==> src/rtl/lock_pkg.sv <==
// Shared state encoding and output-flag decode for the multi-attempt lock.
package lock_pkg;

  typedef enum logic [2:0] {
    UNLOCKED        = 3'd0,
    CREATE_PASSWORD = 3'd1,
    LOCKED          = 3'd2,
    ENTER_PASSWORD  = 3'd3,
    ERROR           = 3'd4,
    LOCKOUT         = 3'd5
  } lock_state_t;

  typedef struct packed {
    logic locked;
    logic error;
    logic cp_flag;
    logic ep_flag;
    logic lockout;
  } lock_flags_t;

  localparam lock_flags_t FLAGS_OFF      = '0;
  localparam lock_flags_t FLAGS_CREATE   = 5'b00100;
  localparam lock_flags_t FLAGS_LOCKED   = 5'b10000;
  localparam lock_flags_t FLAGS_ENTER    = 5'b10010;
  localparam lock_flags_t FLAGS_ERROR    = 5'b01000;
  localparam lock_flags_t FLAGS_LOCKOUT  = 5'b10001;

  function automatic lock_flags_t decode_flags(input lock_state_t s);
    case (s)
      CREATE_PASSWORD: decode_flags = FLAGS_CREATE;
      LOCKED:          decode_flags = FLAGS_LOCKED;
      ENTER_PASSWORD:  decode_flags = FLAGS_ENTER;
      ERROR:           decode_flags = FLAGS_ERROR;
      LOCKOUT:         decode_flags = FLAGS_LOCKOUT;
      default:         decode_flags = FLAGS_OFF;
    endcase
  endfunction

endpackage

==> src/rtl/key_press_detector.sv <==
// Rising-from-idle detector: a press is a nonzero key following an all-zero key.
module key_press_detector #(
  parameter int KEY_WIDTH = 4
) (
  input  logic                 clock,
  input  logic                 reset,
  input  logic [KEY_WIDTH-1:0] key,
  output logic                 press,
  output logic [KEY_WIDTH-1:0] digit
);

  logic [KEY_WIDTH-1:0] prev_key;

  always_ff @(posedge clock or negedge reset) begin
    if (!reset) prev_key <= '0;
    else        prev_key <= key;
  end

  // Held keys and nonzero-to-nonzero changes never count as new presses.
  assign press = (key != '0) && (prev_key == '0);
  assign digit = key;

endmodule

==> src/rtl/multi_attempt_lock.sv <==
// Password lock: create/confirm a password, unlock by entry, lockout after
// MAX_ATTEMPTS consecutive wrong entries.
module multi_attempt_lock
  import lock_pkg::*;
#(
  parameter int PASSWORD_LENGTH = 4,
  parameter int KEY_WIDTH       = 4,
  parameter int MAX_ATTEMPTS    = 3,
  parameter int LOCKOUT_CYCLES  = 1000
) (
  input  logic                                  clock,
  input  logic                                  reset,
  input  logic [KEY_WIDTH-1:0]                  key,
  output logic                                  locked,
  output logic                                  error,
  output logic                                  cp_flag,
  output logic                                  ep_flag,
  output logic                                  lockout,
  output logic [$clog2(MAX_ATTEMPTS+1)-1:0]     attempts_left,
  output logic [$clog2(2*PASSWORD_LENGTH+1)-1:0] digit_count
);

  localparam int AW = $clog2(MAX_ATTEMPTS + 1);
  localparam int DW = $clog2(2 * PASSWORD_LENGTH + 1);
  localparam int CW = (LOCKOUT_CYCLES > 2) ? $clog2(LOCKOUT_CYCLES) : 1;
  localparam int BW = PASSWORD_LENGTH * KEY_WIDTH;

  localparam logic [AW-1:0] ATT_MAX  = AW'(MAX_ATTEMPTS);
  localparam logic [DW-1:0] L_CNT    = DW'(PASSWORD_LENGTH);
  localparam logic [DW-1:0] L2_CNT   = DW'(2 * PASSWORD_LENGTH);
  localparam logic [CW-1:0] LOCK_LD  = CW'(LOCKOUT_CYCLES - 1);

  logic                 press;
  logic [KEY_WIDTH-1:0] digit;

  key_press_detector #(
    .KEY_WIDTH(KEY_WIDTH)
  ) u_detect (
    .clock(clock),
    .reset(reset),
    .key  (key),
    .press(press),
    .digit(digit)
  );

  // Reset release is retimed so the FSM first moves two edges after release.
  logic [1:0] run_pipe;
  logic       run;

  always_ff @(posedge clock or negedge reset) begin
    if (!reset) run_pipe <= '0;
    else        run_pipe <= {run_pipe[0], 1'b1};
  end

  assign run = run_pipe[1];

  lock_state_t       state, nxt_state;
  lock_flags_t       flags;
  logic [BW-1:0]     buf_a, buf_b, password;
  logic [BW-1:0]     nxt_a, nxt_b, nxt_pw, a_ins, b_ins;
  logic [AW-1:0]     nxt_att;
  logic [DW-1:0]     nxt_cnt;
  logic [CW-1:0]     lock_cnt, nxt_lock_cnt;
  logic              from_enter, nxt_from_enter;

  // Buffers with the current digit inserted at the slot digit_count selects.
  always_comb begin
    a_ins = buf_a;
    b_ins = buf_b;
    for (int unsigned i = 0; i < PASSWORD_LENGTH; i++) begin
      if (DW'(i) == digit_count)
        a_ins[i*KEY_WIDTH +: KEY_WIDTH] = digit;
      if (DW'(i) + L_CNT == digit_count)
        b_ins[i*KEY_WIDTH +: KEY_WIDTH] = digit;
    end
  end

  always_comb begin
    nxt_state      = state;
    nxt_cnt        = digit_count;
    nxt_att        = attempts_left;
    nxt_a          = buf_a;
    nxt_b          = buf_b;
    nxt_pw         = password;
    nxt_from_enter = from_enter;
    nxt_lock_cnt   = lock_cnt;
    if (run) begin
      case (state)
        UNLOCKED: begin
          if (press) begin
            nxt_state = CREATE_PASSWORD;
            nxt_cnt   = '0;
          end
        end
        CREATE_PASSWORD: begin
          if (press) begin
            if (digit_count < L_CNT) begin
              nxt_a   = a_ins;
              nxt_cnt = digit_count + 1'b1;
            end else if (digit_count == L2_CNT - 1'b1) begin
              nxt_b   = b_ins;
              nxt_cnt = '0;
              if (buf_a == b_ins) begin
                nxt_pw    = buf_a;
                nxt_state = LOCKED;
                nxt_att   = ATT_MAX;
              end else begin
                nxt_state      = ERROR;
                nxt_from_enter = 1'b0;
              end
            end else if (digit_count < L2_CNT) begin
              nxt_b   = b_ins;
              nxt_cnt = digit_count + 1'b1;
            end
          end
        end
        LOCKED: begin
          if (press) begin
            nxt_state = ENTER_PASSWORD;
            nxt_cnt   = '0;
          end
        end
        ENTER_PASSWORD: begin
          if (press) begin
            nxt_a = a_ins;
            if (digit_count == L_CNT - 1'b1) begin
              nxt_cnt = '0;
              if (a_ins == password) begin
                nxt_state = UNLOCKED;
                nxt_att   = ATT_MAX;
              end else if (attempts_left <= AW'(1)) begin
                nxt_att      = '0;
                nxt_state    = LOCKOUT;
                nxt_lock_cnt = LOCK_LD;
              end else begin
                nxt_att        = attempts_left - 1'b1;
                nxt_state      = ERROR;
                nxt_from_enter = 1'b1;
              end
            end else if (digit_count < L2_CNT) begin
              nxt_cnt = digit_count + 1'b1;
            end
          end
        end
        ERROR: begin
          if (press) nxt_state = from_enter ? LOCKED : UNLOCKED;
        end
        LOCKOUT: begin
          if (lock_cnt == '0) begin
            nxt_state = LOCKED;
            nxt_att   = ATT_MAX;
          end else begin
            nxt_lock_cnt = lock_cnt - 1'b1;
          end
        end
        default: begin
          nxt_state = UNLOCKED;
          nxt_cnt   = '0;
        end
      endcase
    end
  end

  always_ff @(posedge clock or negedge reset) begin
    if (!reset) begin
      state         <= UNLOCKED;
      flags         <= FLAGS_OFF;
      digit_count   <= '0;
      attempts_left <= ATT_MAX;
      buf_a         <= '0;
      buf_b         <= '0;
      password      <= '0;
      lock_cnt      <= '0;
      from_enter    <= 1'b0;
    end else begin
      state         <= nxt_state;
      flags         <= decode_flags(nxt_state);
      digit_count   <= nxt_cnt;
      attempts_left <= nxt_att;
      buf_a         <= nxt_a;
      buf_b         <= nxt_b;
      password      <= nxt_pw;
      lock_cnt      <= nxt_lock_cnt;
      from_enter    <= nxt_from_enter;
    end
  end

  assign locked  = flags.locked;
  assign error   = flags.error;
  assign cp_flag = flags.cp_flag;
  assign ep_flag = flags.ep_flag;
  assign lockout = flags.lockout;

endmodule

==> config.mk <==
export PLATFORM = sky130hd
export DESIGN_NAME = multi_attempt_lock
export DESIGN_NICKNAME = d
export VERILOG_FILES = /design/src/rtl/lock_pkg.sv /design/src/rtl/key_press_detector.sv /design/src/rtl/multi_attempt_lock.sv
export SDC_FILE = /design/constraint.sdc
export NUM_CORES = 1
export LEC_CHECK = 0
export ABC_AREA = 1
export CORE_AREA = 3 3 114 116
export DETAILED_ROUTE_END_ITERATION = 16
export DIE_AREA = 0 0 117 119
export GPL_ROUTABILITY_DRIVEN = 0
export PLACE_DENSITY = 0.6
export SLEW_MARGIN = 20
export SYNTH_ARGS = -nofsm -noshare
export SYNTH_HDL_FRONTEND = slang
export SYNTH_HIERARCHICAL = 1
export SYNTH_SLANG_ARGS = --single-unit
==> constraint.sdc <==
create_clock -name clock -period 2.65 [get_ports clock]
set_input_delay 0.53 -clock clock [delete_from_list [all_inputs] [get_ports clock]]
set_output_delay 0.53 -clock clock [all_outputs]
set_load 0.02 [all_outputs]
==> results.sh <==
export IMPL_htree_levels=3
export IMPL_hold_viol_final=0
export IMPL_grt_pass1_vias=4356
export IMPL_synth_nets=683
export IMPL_cts_sink_count=79
export IMPL_grt_overflow=0
export IMPL_path_clk_slew_ps=60
export IMPL_synthDistinctLibCells=40
export IMPL_setup_ws_ps=143
export IMPL_worst_ep_required_time_ps=2930
export IMPL_max_slew_margin_pct=56.3
export IMPL_io_pins=17
export IMPL_floorplan_die_width_um=117
export IMPL_drv_cap=0
export IMPL_finalCritPeriodShare_pct=94.6
export IMPL_peakVddDrop_mv=0.480
export IMPL_hold_path_class="in -> async"
export IMPL_ys_warn_count=6
export IMPL_grt_busiest_layer="met2"
export IMPL_antenna_cells=0
export IMPL_grt_antenna_before_repair=0
export IMPL_dpl_hpwl_um=8800
export IMPL_cp_arrival_ps=2790
export IMPL_power_share_clock_pct=29.0
export IMPL_power_frac_seq_pct=35.8
export IMPL_via_count=4485
export IMPL_drt_pass1_iterations=4
export IMPL_cts_tree="done"
export IMPL_num_rows=40
export IMPL_finish_utilization_pct=47.8
export IMPL_yosysSeqAreaShare_pct=41.2
export IMPL_clock_latency_ps=350
export IMPL_area_growth_pct=19.5
export IMPL_stdcell_area_um2=5740
export IMPL_power_leakage_nw=2.84
export IMPL_synth_top_area_cell="dfrtp_1"
export IMPL_cp_end_kind="flop"
export IMPL_pre_cts_slack_ps=-202
export IMPL_power_total_mw=4.57
export IMPL_cp_max_fo=10
export IMPL_combPwrFrac_pct=35.2
export IMPL_period_needed_ps=2510
export IMPL_grt_first_pass_wirelength_um=20600
export IMPL_slowest_delay_ps=480
export IMPL_cts_buffers=9
export IMPL_power_switching_mw=1.70
export IMPL_setup_viol=0
export IMPL_cpMostUsedCell="nand2_1"
export IMPL_crit_chain="clkdlybuf4s50_1, buf_4, inv_1, nand2_1, nor2_1, nor2_1, buf_4, nand2_1, buf_4, o22ai_1, o21bai_1, nor2_1, nand2_1, nand2_1, nand2_1, nand3_1, nand2_1"
export IMPL_placed_cell_area_um2=5350
export IMPL_synth_cells=671
export IMPL_nFillCells=1168
export IMPL_met3_usage_pct=3.96
export IMPL_grt_use_met2_pct=30.5
export IMPL_post_cts_setup_buffers=0
export IMPL_intPower_mw=2.88
export IMPL_clockBufferDepth=2
export IMPL_clock_skew_ps=6.13
export IMPL_wl_um=12200
export IMPL_yosys_register_bits=79
export IMPL_die_area_um2=13900
export IMPL_port_buffers=16
export IMPL_wl_per_cell_um=14.2
export IMPL_p_sw_share_pct=37.1
export IMPL_syn_cell_area_um2=4800
export IMPL_path_class="in -> reg"
export IMPL_ant_nets=0
export IMPL_final_max_slew_viol_count=0
export IMPL_drc=0
export IMPL_met1_usage_pct=24.2
export IMPL_cts_root_buffer="clkbuf_16"
export IMPL_start_util_pct=40.0
export IMPL_grt_max_degree=50
export IMPL_die_h_um=119
export IMPL_worstMarginPinSlew_ps=656
export IMPL_critical_path_slowest_cell="clkdlybuf4s50_1"
export IMPL_status="finished, final reports clean"
export IMPL_syn_area_per_cell_um2=7.16
export IMPL_power_density_nw_per_um2=797
export IMPL_synth_top_area_share_pct=40.1
export IMPL_core_area_um2=12000
export IMPL_ys_top_cells_by_area="dfrtp_1, nand2_1, nand3_1"
export IMPL_drive_gt1_share_pct=15.1
export IMPL_worstSetupStartpointType="input pin"
export IMPL_layout_nets=722
export IMPL_avgViaCountPerCell=5.20
export IMPL_fmax_mhz=399
export IMPL_grt_total_usage_pct=18.8
export IMPL_first_iter_violations=287
export IMPL_hold_slack_ps=219
## area by class of cell
cell class              instances  area [µm²]  share of cell area, %
well taps                     147         184                   3.20
inverters                      72         270                   4.71
repair buffers                 54         509                   8.87
multi-input cells             494        2470                   43.1
clock buffers                  14         284                   4.95
clock inverters                 2        37.5                  0.654
flip-flops and latches         79        1980                   34.5
## layout by cell type, fill, tap and decap left out, types with 4 or more instances in the layout
| cell type | n |
|---|---|
| a21oi_1 | 10 |
| buf_12 | 5 |
| buf_4 | 33 |
| clkbuf_16 | 9 |
| clkbuf_8 | 4 |
| clkdlybuf4s50_1 | 15 |
| dfrtp_1 | 76 |
| inv_1 | 68 |
| inv_2 | 4 |
| mux2_2 | 12 |
| nand2_1 | 230 |
| nand2_2 | 5 |
| nand3_1 | 64 |
| nand3_2 | 4 |
| nand4_1 | 14 |
| nor2_1 | 57 |
| nor2_2 | 5 |
| nor3_1 | 5 |
| o21ai_0 | 27 |
| o21ai_1 | 16 |
| o21ai_2 | 8 |
| xor2_1 | 4 |
## metal layers
| layer | vias to the layer above | share of wire (%) |
|---|---|---|
| met4 | 0 | 1.9 |
| met2 | 117 | 48 |
| li1 | 2229 | - |
| met1 | 2116 | 46 |
| met5 | - | 0 |
| met3 | 23 | 4.1 |
## worst max-delay path, delay by kind of cell
kind | cells | cell delay, ps
buffers and inverters | 5 | 1040
AOI/OAI and AO/OA | 2 | 290
and+or+nand+nor | 10 | 910
## through the flow
step / cells / setup TNS (ps)
floorplan: 671 / 0
global placement: 846 / -2240
detailed placement: 846 / -5320
CTS: 862 / 0
global route: 862 / -62.9
finish: 862 / 0
## cell usage after synthesis, drive strengths merged
master     n
a2111oi    2
a211oi     1
a21boi     1
a21oi     11
a31oi      1
buf       16
clkbuf    10
conb       1
dfrtp     77
dfstp      2
ha         6
inv       72
mux2      12
nand2    235
nand3     69
nand3b     3
nand4     15
nor2      64
nor3       8
nor4       1
o211ai     2
o21ai     51
o21bai     1
o22ai      2
or2        1
xnor2      3
xor2       4
## state kept, by name, summed over array words and instances, names as in the netlist
| name | cells |
|---|---|
| attempts_left | 2 |
| buf_a | 16 |
| buf_b | 16 |
| cp_flag | 1 |
| digit_count | 4 |
| ep_flag | 1 |
| error | 1 |
| from_enter | 1 |
| lock_cnt | 10 |
| locked | 1 |
| lockout | 1 |
| password | 16 |
| run_pipe | 2 |
| state | 3 |
| u_detect/prev_key | 4 |
## path summary, 6_finish.rpt
check | end | depth (start not counted) | start | slack [ps]
worst min register to register | run_pipe[1] | 0 | run_pipe[0] | 360
min in group clock | run_pipe[1] | 0 | run_pipe[0] | 360
worst max-delay path | locked | 17 | key[0] | 140
max in group asynchronous | attempts_left[1] | 2 | reset | 1750
worst min-delay path | password[2] | 1 | reset | 220
worst max register to register | lock_cnt[6] | 17 | digit_count[3] | 210
## cells by family after synthesis
logic type	after synthesis	synth area share, %
flip-flops	79	41.2
adder cells (fa/ha/maj)	6	1.56
multiplexers	12	2.81
buffers and inverters	98	8.88
AO/OA/AOI/OAI	72	8.65
other	1	0.0781
AND/OR/NAND/NOR	396	35.5
XOR/XNOR	7	1.28
## timing repair
| item | 4_1_cts | 5_1_grt |
|---|---|---|
| endpoints found under the setup margin | 0 | 37 |
| hold buffers | 0 | 0 |
| resized for setup | 0 | 19 |
## power by group through the flow
stage / Combinational, mW / Sequential, mW / Clock, mW
finish: 1.61 / 1.64 / 1.33
global route: 1.84 / 1.68 / 1.41
CTS: 1.56 / 1.63 / 1.36
detailed placement: 1.55 / 1.64 / 0
global placement: 1.53 / 1.64 / 0
floorplan: 1.06 / 1.65 / 0
Note: power is estimated with default switching activity, not from simulation.
